## config.mk

```make
export PLATFORM = sky130hd
export DESIGN_NAME = output_unit_vc
export DESIGN_NICKNAME = d
export VERILOG_FILES = /design/src/rtl/router_pkg.sv /design/src/rtl/output_vc_tracker.sv /design/src/rtl/output_unit_vc.sv
export SDC_FILE = /design/constraint.sdc
export NUM_CORES = 1
export LEC_CHECK = 0
export CORE_AREA = 4 4 89 91
export DETAILED_ROUTE_END_ITERATION = 10
export DIE_AREA = 0 0 93 95
export DONT_BUFFER_PORTS = 1
export GPL_ROUTABILITY_DRIVEN = 1
export HOLD_SLACK_MARGIN = 0.03
export PLACE_DENSITY = 0.6
export REMOVE_ABC_BUFFERS = 1
export SYNTH_ARGS = -nofsm -noshare
export SYNTH_HDL_FRONTEND = slang
export SYNTH_SLANG_ARGS = --single-unit
```

## constraint.sdc

```tcl
create_clock -name clk -period 4.5 [get_ports clk]
set_clock_uncertainty 0.15 [all_clocks]
set_input_delay 0 -clock clk [delete_from_list [all_inputs] [get_ports clk]]
set_output_delay 0 -clock clk [all_outputs]
set_load 0.01 [all_outputs]
```

## src/rtl/router_pkg.sv

```systemverilog
// router_pkg: shared flit/VC types and link bus layout for router output units.
package router_pkg;
  localparam int DEF_FLIT_W = 32;
  localparam int DEF_NUM_VC = 4;
  localparam int DEF_BUF_DEPTH = 4;
  localparam int DEF_VC_W = $clog2(DEF_NUM_VC);
  typedef enum logic [1:0] {HEAD = 2'd0, BODY = 2'd1, TAIL = 2'd2, HEADTAIL = 2'd3} flit_type_t;
  typedef enum logic {VC_IDLE = 1'b0, VC_ACTIVE = 1'b1} vc_state_t;
  typedef struct packed {
    logic                  valid;
    flit_type_t            ftype;
    logic [DEF_VC_W-1:0]   vc;
    logic [DEF_FLIT_W-1:0] flit;
  } link_bus_t;
  function automatic logic opens_packet(flit_type_t t);
    return (t == HEAD) || (t == HEADTAIL);
  endfunction
endpackage

```

## src/rtl/output_vc_tracker.sv

```systemverilog
// output_vc_tracker: one downstream VC's ownership state and credit counter.
module output_vc_tracker
  import router_pkg::*;
#(
  parameter int BUF_DEPTH = DEF_BUF_DEPTH,
  parameter int CNT_W = $clog2(BUF_DEPTH + 1)
) (
  input  logic       clk,
  input  logic       reset_n,
  input  logic       accept,
  input  flit_type_t flit_type,
  input  logic       credit_ret,
  output vc_state_t  state,
  output logic       has_credit,
  output logic       overflow
);
  localparam logic [CNT_W-1:0] FULL = CNT_W'(BUF_DEPTH);
  logic [CNT_W-1:0] cnt;
  logic full;
  assign full = (cnt == FULL);
  assign has_credit = (cnt != '0);
  // A return to an already-full counter is a downstream protocol violation.
  assign overflow = credit_ret & ~accept & full;
  always_ff @(posedge clk or negedge reset_n) begin
    if (!reset_n) begin
      state <= VC_IDLE;
      cnt <= FULL;
    end else begin
      if (accept)
        state <= (flit_type == HEAD) ? VC_ACTIVE : (flit_type == TAIL) ? VC_IDLE : state;
      if (accept && !credit_ret)
        cnt <= cnt - CNT_W'(1);
      else if (credit_ret && !accept && !full)
        cnt <= cnt + CNT_W'(1);
    end
  end
endmodule

```

## src/rtl/output_unit_vc.sv

```systemverilog
// output_unit_vc: router output port with per-VC ownership, credit flow control and a registered link stage.
module output_unit_vc
  import router_pkg::*;
#(
  parameter int FLIT_W = DEF_FLIT_W,
  parameter int NUM_VC = DEF_NUM_VC,
  parameter int BUF_DEPTH = DEF_BUF_DEPTH,
  parameter int VC_W = $clog2(NUM_VC),
  parameter int CNT_W = $clog2(BUF_DEPTH + 1)
) (
  input  logic              clk,
  input  logic              reset_n,
  input  logic              i_sw_valid,
  input  logic [FLIT_W-1:0] i_sw_flit,
  input  flit_type_t        i_sw_type,
  input  logic [VC_W-1:0]   i_sw_vc,
  output logic              o_sw_ack,
  input  logic              i_credit_valid,
  input  logic [VC_W-1:0]   i_credit_vc,
  output logic              o_link_valid,
  output logic [FLIT_W-1:0] o_link_flit,
  output flit_type_t        o_link_type,
  output logic [VC_W-1:0]   o_link_vc,
  output logic [NUM_VC-1:0] o_vc_free,
  output logic [NUM_VC-1:0] o_vc_credit,
  output logic              o_err
);
  vc_state_t st [NUM_VC];
  logic [NUM_VC-1:0] ovf;
  logic legal, illegal, err;
  link_bus_t link_q;
  for (genvar v = 0; v < NUM_VC; v++) begin : gen_vc
    output_vc_tracker #(.BUF_DEPTH(BUF_DEPTH), .CNT_W(CNT_W)) u_trk (
      .clk       (clk),
      .reset_n   (reset_n),
      .accept    (o_sw_ack && (i_sw_vc == VC_W'(v))),
      .flit_type (i_sw_type),
      .credit_ret(i_credit_valid && (i_credit_vc == VC_W'(v))),
      .state     (st[v]),
      .has_credit(o_vc_credit[v]),
      .overflow  (ovf[v])
    );
    assign o_vc_free[v] = (st[v] == VC_IDLE);
  end
  always_comb begin
    legal = opens_packet(i_sw_type) ? (st[i_sw_vc] == VC_IDLE) : (st[i_sw_vc] == VC_ACTIVE);
    o_sw_ack = i_sw_valid & o_vc_credit[i_sw_vc] & legal;
    // Only a flit that would otherwise have been sent counts as a protocol error.
    illegal = i_sw_valid & o_vc_credit[i_sw_vc] & ~legal;
  end
  always_ff @(posedge clk or negedge reset_n) begin
    if (!reset_n) begin
      link_q <= '0;
      err <= 1'b0;
    end else begin
      link_q.valid <= o_sw_ack;
      if (o_sw_ack) begin
        link_q.ftype <= i_sw_type;
        link_q.vc <= i_sw_vc;
        link_q.flit <= i_sw_flit;
      end
      err <= err | illegal | (|ovf);
    end
  end
  assign o_link_valid = link_q.valid;
  assign o_link_flit = link_q.flit;
  assign o_link_type = link_q.ftype;
  assign o_link_vc = link_q.vc;
  assign o_err = err;
endmodule

```

==> flow_summary.ini <==
[placement]
post-place-cells = 331
routabilityCongestion = 0.754
place.detailed.hpwl_um = 4300
numPortBuffers = 0
dpl_worst_slack_ns = 1.52
dpl-instance-area_mm2 = 0.00285

[critical_path]
worstSetupStartpointType = primary input
critical_path_peak_fanout = 6
timing.critical_path.required_ns = 4.61
worst_setup_path_end_kind = register
critical_path_arrival_ns = 3.62
criticalPathCategory = in2reg

[power]
vdd_ir_drop_max_mv = 0.235
p_leak_nw = 1.45
power-per-cell-area_mw_per_mm2 = 597
totalPowerFinal_mw = 2.06

[logic_synthesis]
asyncSetResetFlopFracSynth_pct = 100
dominant_synthesized_flop_cell = dfrtp_1
post_synth_instance_area_mm2 = 0.00278
synth_largest_type_area_fraction_pct = 45.0
synth-edff-count = 0
yosys.cell_types.count = 55
synth_area_leaders = dfrtp_1 45%, mux2_1 11%, dfstp_2 3.8%
synth_top_area_cell = dfrtp_1
synthesis.area_per_instance_um2 = 11.5
netlist_instances = 241
synth-seq-cells = 54
yosysWarningCount = 0
ys_seq_area_share_pct = 48.8

[route]
wl_met3_um = 254
antenna_violating_nets_post_route = 0
route.detailed.drc = 0
detailroute.via_count = 1972
top_layer_used_by_detailed_routing = met4
routed_via_density = 5.12
drt-wirelength-per-cell_um = 16.4
drtIter0Drc = 80
wirelength_met1_um = 2520
routed-wl-met2_um = 3470
drtPass1Iterations = 4
totalWireLength_um = 6330

[finish]
stdcell_count = 385
design.final.nets = 333
final_area_mm2 = 0.00345
layout_commonest_cell = dfrtp_1
antennaDiodeCount = 0
syn_to_final_growth_pct = 23.9
layout_cells_sized_above_1_pct = 11.9
layout.cells.most_common_list = 50 x dfrtp_1, 45 x dlygate4sd3_1, 26 x mux2_1
layout.filler_cells = 655

[floorplanning]
die_area_mm2 = 0.00884
floorplan.rows = 31
initial_core_util_pct = 39.0
floorplan_die_width_um = 93
boundaryPins = 89
core-area_mm2 = 0.00714
die_h_um = 95

[timing]
slew_at_the_pin_with_the_worst_max_slew_slack_ns = 0.634
layout_setup_ws_ns = 0.989
setup_viol = 0
setup-tns-final_ns = 0
max_freq_mhz = 285
max_slew_margin_pct = 57.4
minimum_period_implied_by_the_final_worst_setup_slack_ns = 3.51
timing.final.hold_violations = 0
final-max-slew-violation-count = 0
rsz0062_at_grt = no
final_min_period_over_clock_period_pct = 78.0

[clocking]
total_number_of_clock_tree_sinks = 54
ctsLongestPathBuffers = 2
clkTransAtPathRegs_ns = 0.11
clockRootBuffer = clkbuf_8
htree_num_levels = 2
cts_resized = 0
cts_tree = yes
number_of_clock_buffers_inserted_by_tritoncts = 5
worstSkewPairLatency_ns = 0.31

[worst_hold_path]
worst_min_delay_path_class = in2reg

[global_routing]
grt_first_pass_wirelength_um = 10700
antenna_violations_before_repair = 0
grt_usage_pct = 15.5
overflow = 0
grt_start_max_net_pins = 55
first_global_vias = 2179

[outcome]
outcome = completed

[flow_run]
maxCapViolCount = 0
-- Yosys cell counts (3+ instances only) --
cell	count
o211ai_1	3
a21o_1	4
mux2i_1	3
mux2_2	8
nand3_1	4
o21ai_0	9
dfstp_2	4
clkbuf_1	3
mux2_1	26
fa_1	4
a21oi_1	10
nand2_1	19
buf_4	7
a22oi_1	3
nor2_1	10
xnor2_1	5
dfrtp_1	50
inv_1	18
-- final timing paths --
check / slack (ns) / to / depth (start not counted) / from
max in group asynchronous: 3.84 / gen_vc[3].u_trk.cnt[2]$_DFFE_PN1P_ / 2 / reset_n
worst min-delay path: 0.05 / o_link_type[0]$_DFFE_PN0P_ / 4 / i_sw_valid
min in group asynchronous: 0.07 / o_link_vc[0]$_DFFE_PN0P_ / 2 / reset_n
worst max-delay path: 0.99 / gen_vc[3].u_trk.cnt[2]$_DFFE_PN1P_ / 10 / i_sw_type[0]
worst min register to register: 0.36 / gen_vc[3].u_trk.cnt[0]$_DFFE_PN0P_ / 1 / gen_vc[3].u_trk.cnt[0]$_DFFE_PN0P_
worst max register to register: 1.10 / gen_vc[3].u_trk.cnt[2]$_DFFE_PN1P_ / 7 / gen_vc[3].u_trk.cnt[2]$_DFFE_PN1P_
-- routing by layer --
| layer | track usage, % | vias up |
|---|---|---|
| met5 | 0 | - |
| met4 | 4.40 | 0 |
| met3 | 3.51 | 8 |
| met2 | 29.0 | 43 |
| met1 | 17.6 | 970 |
| li1 | - | 951 |
-- critical path, stage by stage --
cell and delay [ns]:
dlygate4sd3_1 0.53, inv_1 0.07, ha_1 0.40, xor2_1 0.19
nor4b_2 0.54, nand2_1 0.26, fa_1 0.45, or4_1 0.51
o211ai_1 0.09, dlygate4sd3_1 0.57
-- registers in the layout (all words and copies together), names as in the netlist --
name,cells
gen_vc.u_trk.cnt,12
o_link_flit,32
o_link_type,2
gen_vc.u_trk.state,4
o_link_vc,2
o_err,1
o_link_valid,1
-- where the power goes --
group | total [mW] | internal [mW] | leakage, nW | switching, mW
Sequential | 1.02 | 0.739 | 0.628 | 0.285
Clock | 0.344 | 0.170 | 0.0563 | 0.174
Combinational | 0.688 | 0.346 | 0.762 | 0.342
Total | 2.06 | 1.25 | 1.45 | 0.802
-- through the flow --
stage / hold slack, ns / util [%]
final: 0.0530 / 48.3
after global routing: 0.0774 / 48.3
after CTS: 0.0413 / 48.3
after detailed placement: -0.444 / 40.0
after global placement: -0.444 / 40.0
after floorplan: -0.446 / -
-- kinds of logic after synthesis --
| group | synth area share, % |
|---|---|
| muxes | 15.7 |
| buffers and inverters | 5.13 |
| DFF | 48.8 |
| and+or+nand+nor | 10.6 |
| adders and majority gates | 3.78 |
| xor gates and xnor gates | 2.79 |
| AOI/OAI and AO/OA | 13.3 |
-- final cells by class --
type | count | area, um2 | area share, %
clock inverters | 3 | 48.8 | 1.42
inverters | 19 | 73.8 | 2.14
clock buffers | 5 | 68.8 | 2.00
repair buffers | 48 | 493 | 14.3
flip-flops and latches | 54 | 1360 | 39.3
multi-input cells | 157 | 1280 | 37.2
well taps | 99 | 124 | 3.59
-- what timing repair did --
| item | 4_1_cts | 5_1_grt |
|---|---|---|
| buffers inserted | 0 | 0 |
| endpoints found under the hold margin | 106 | 0 |
| hold buffers | 46 | 0 |
Note: power is estimated with default switching activity, not from simulation.
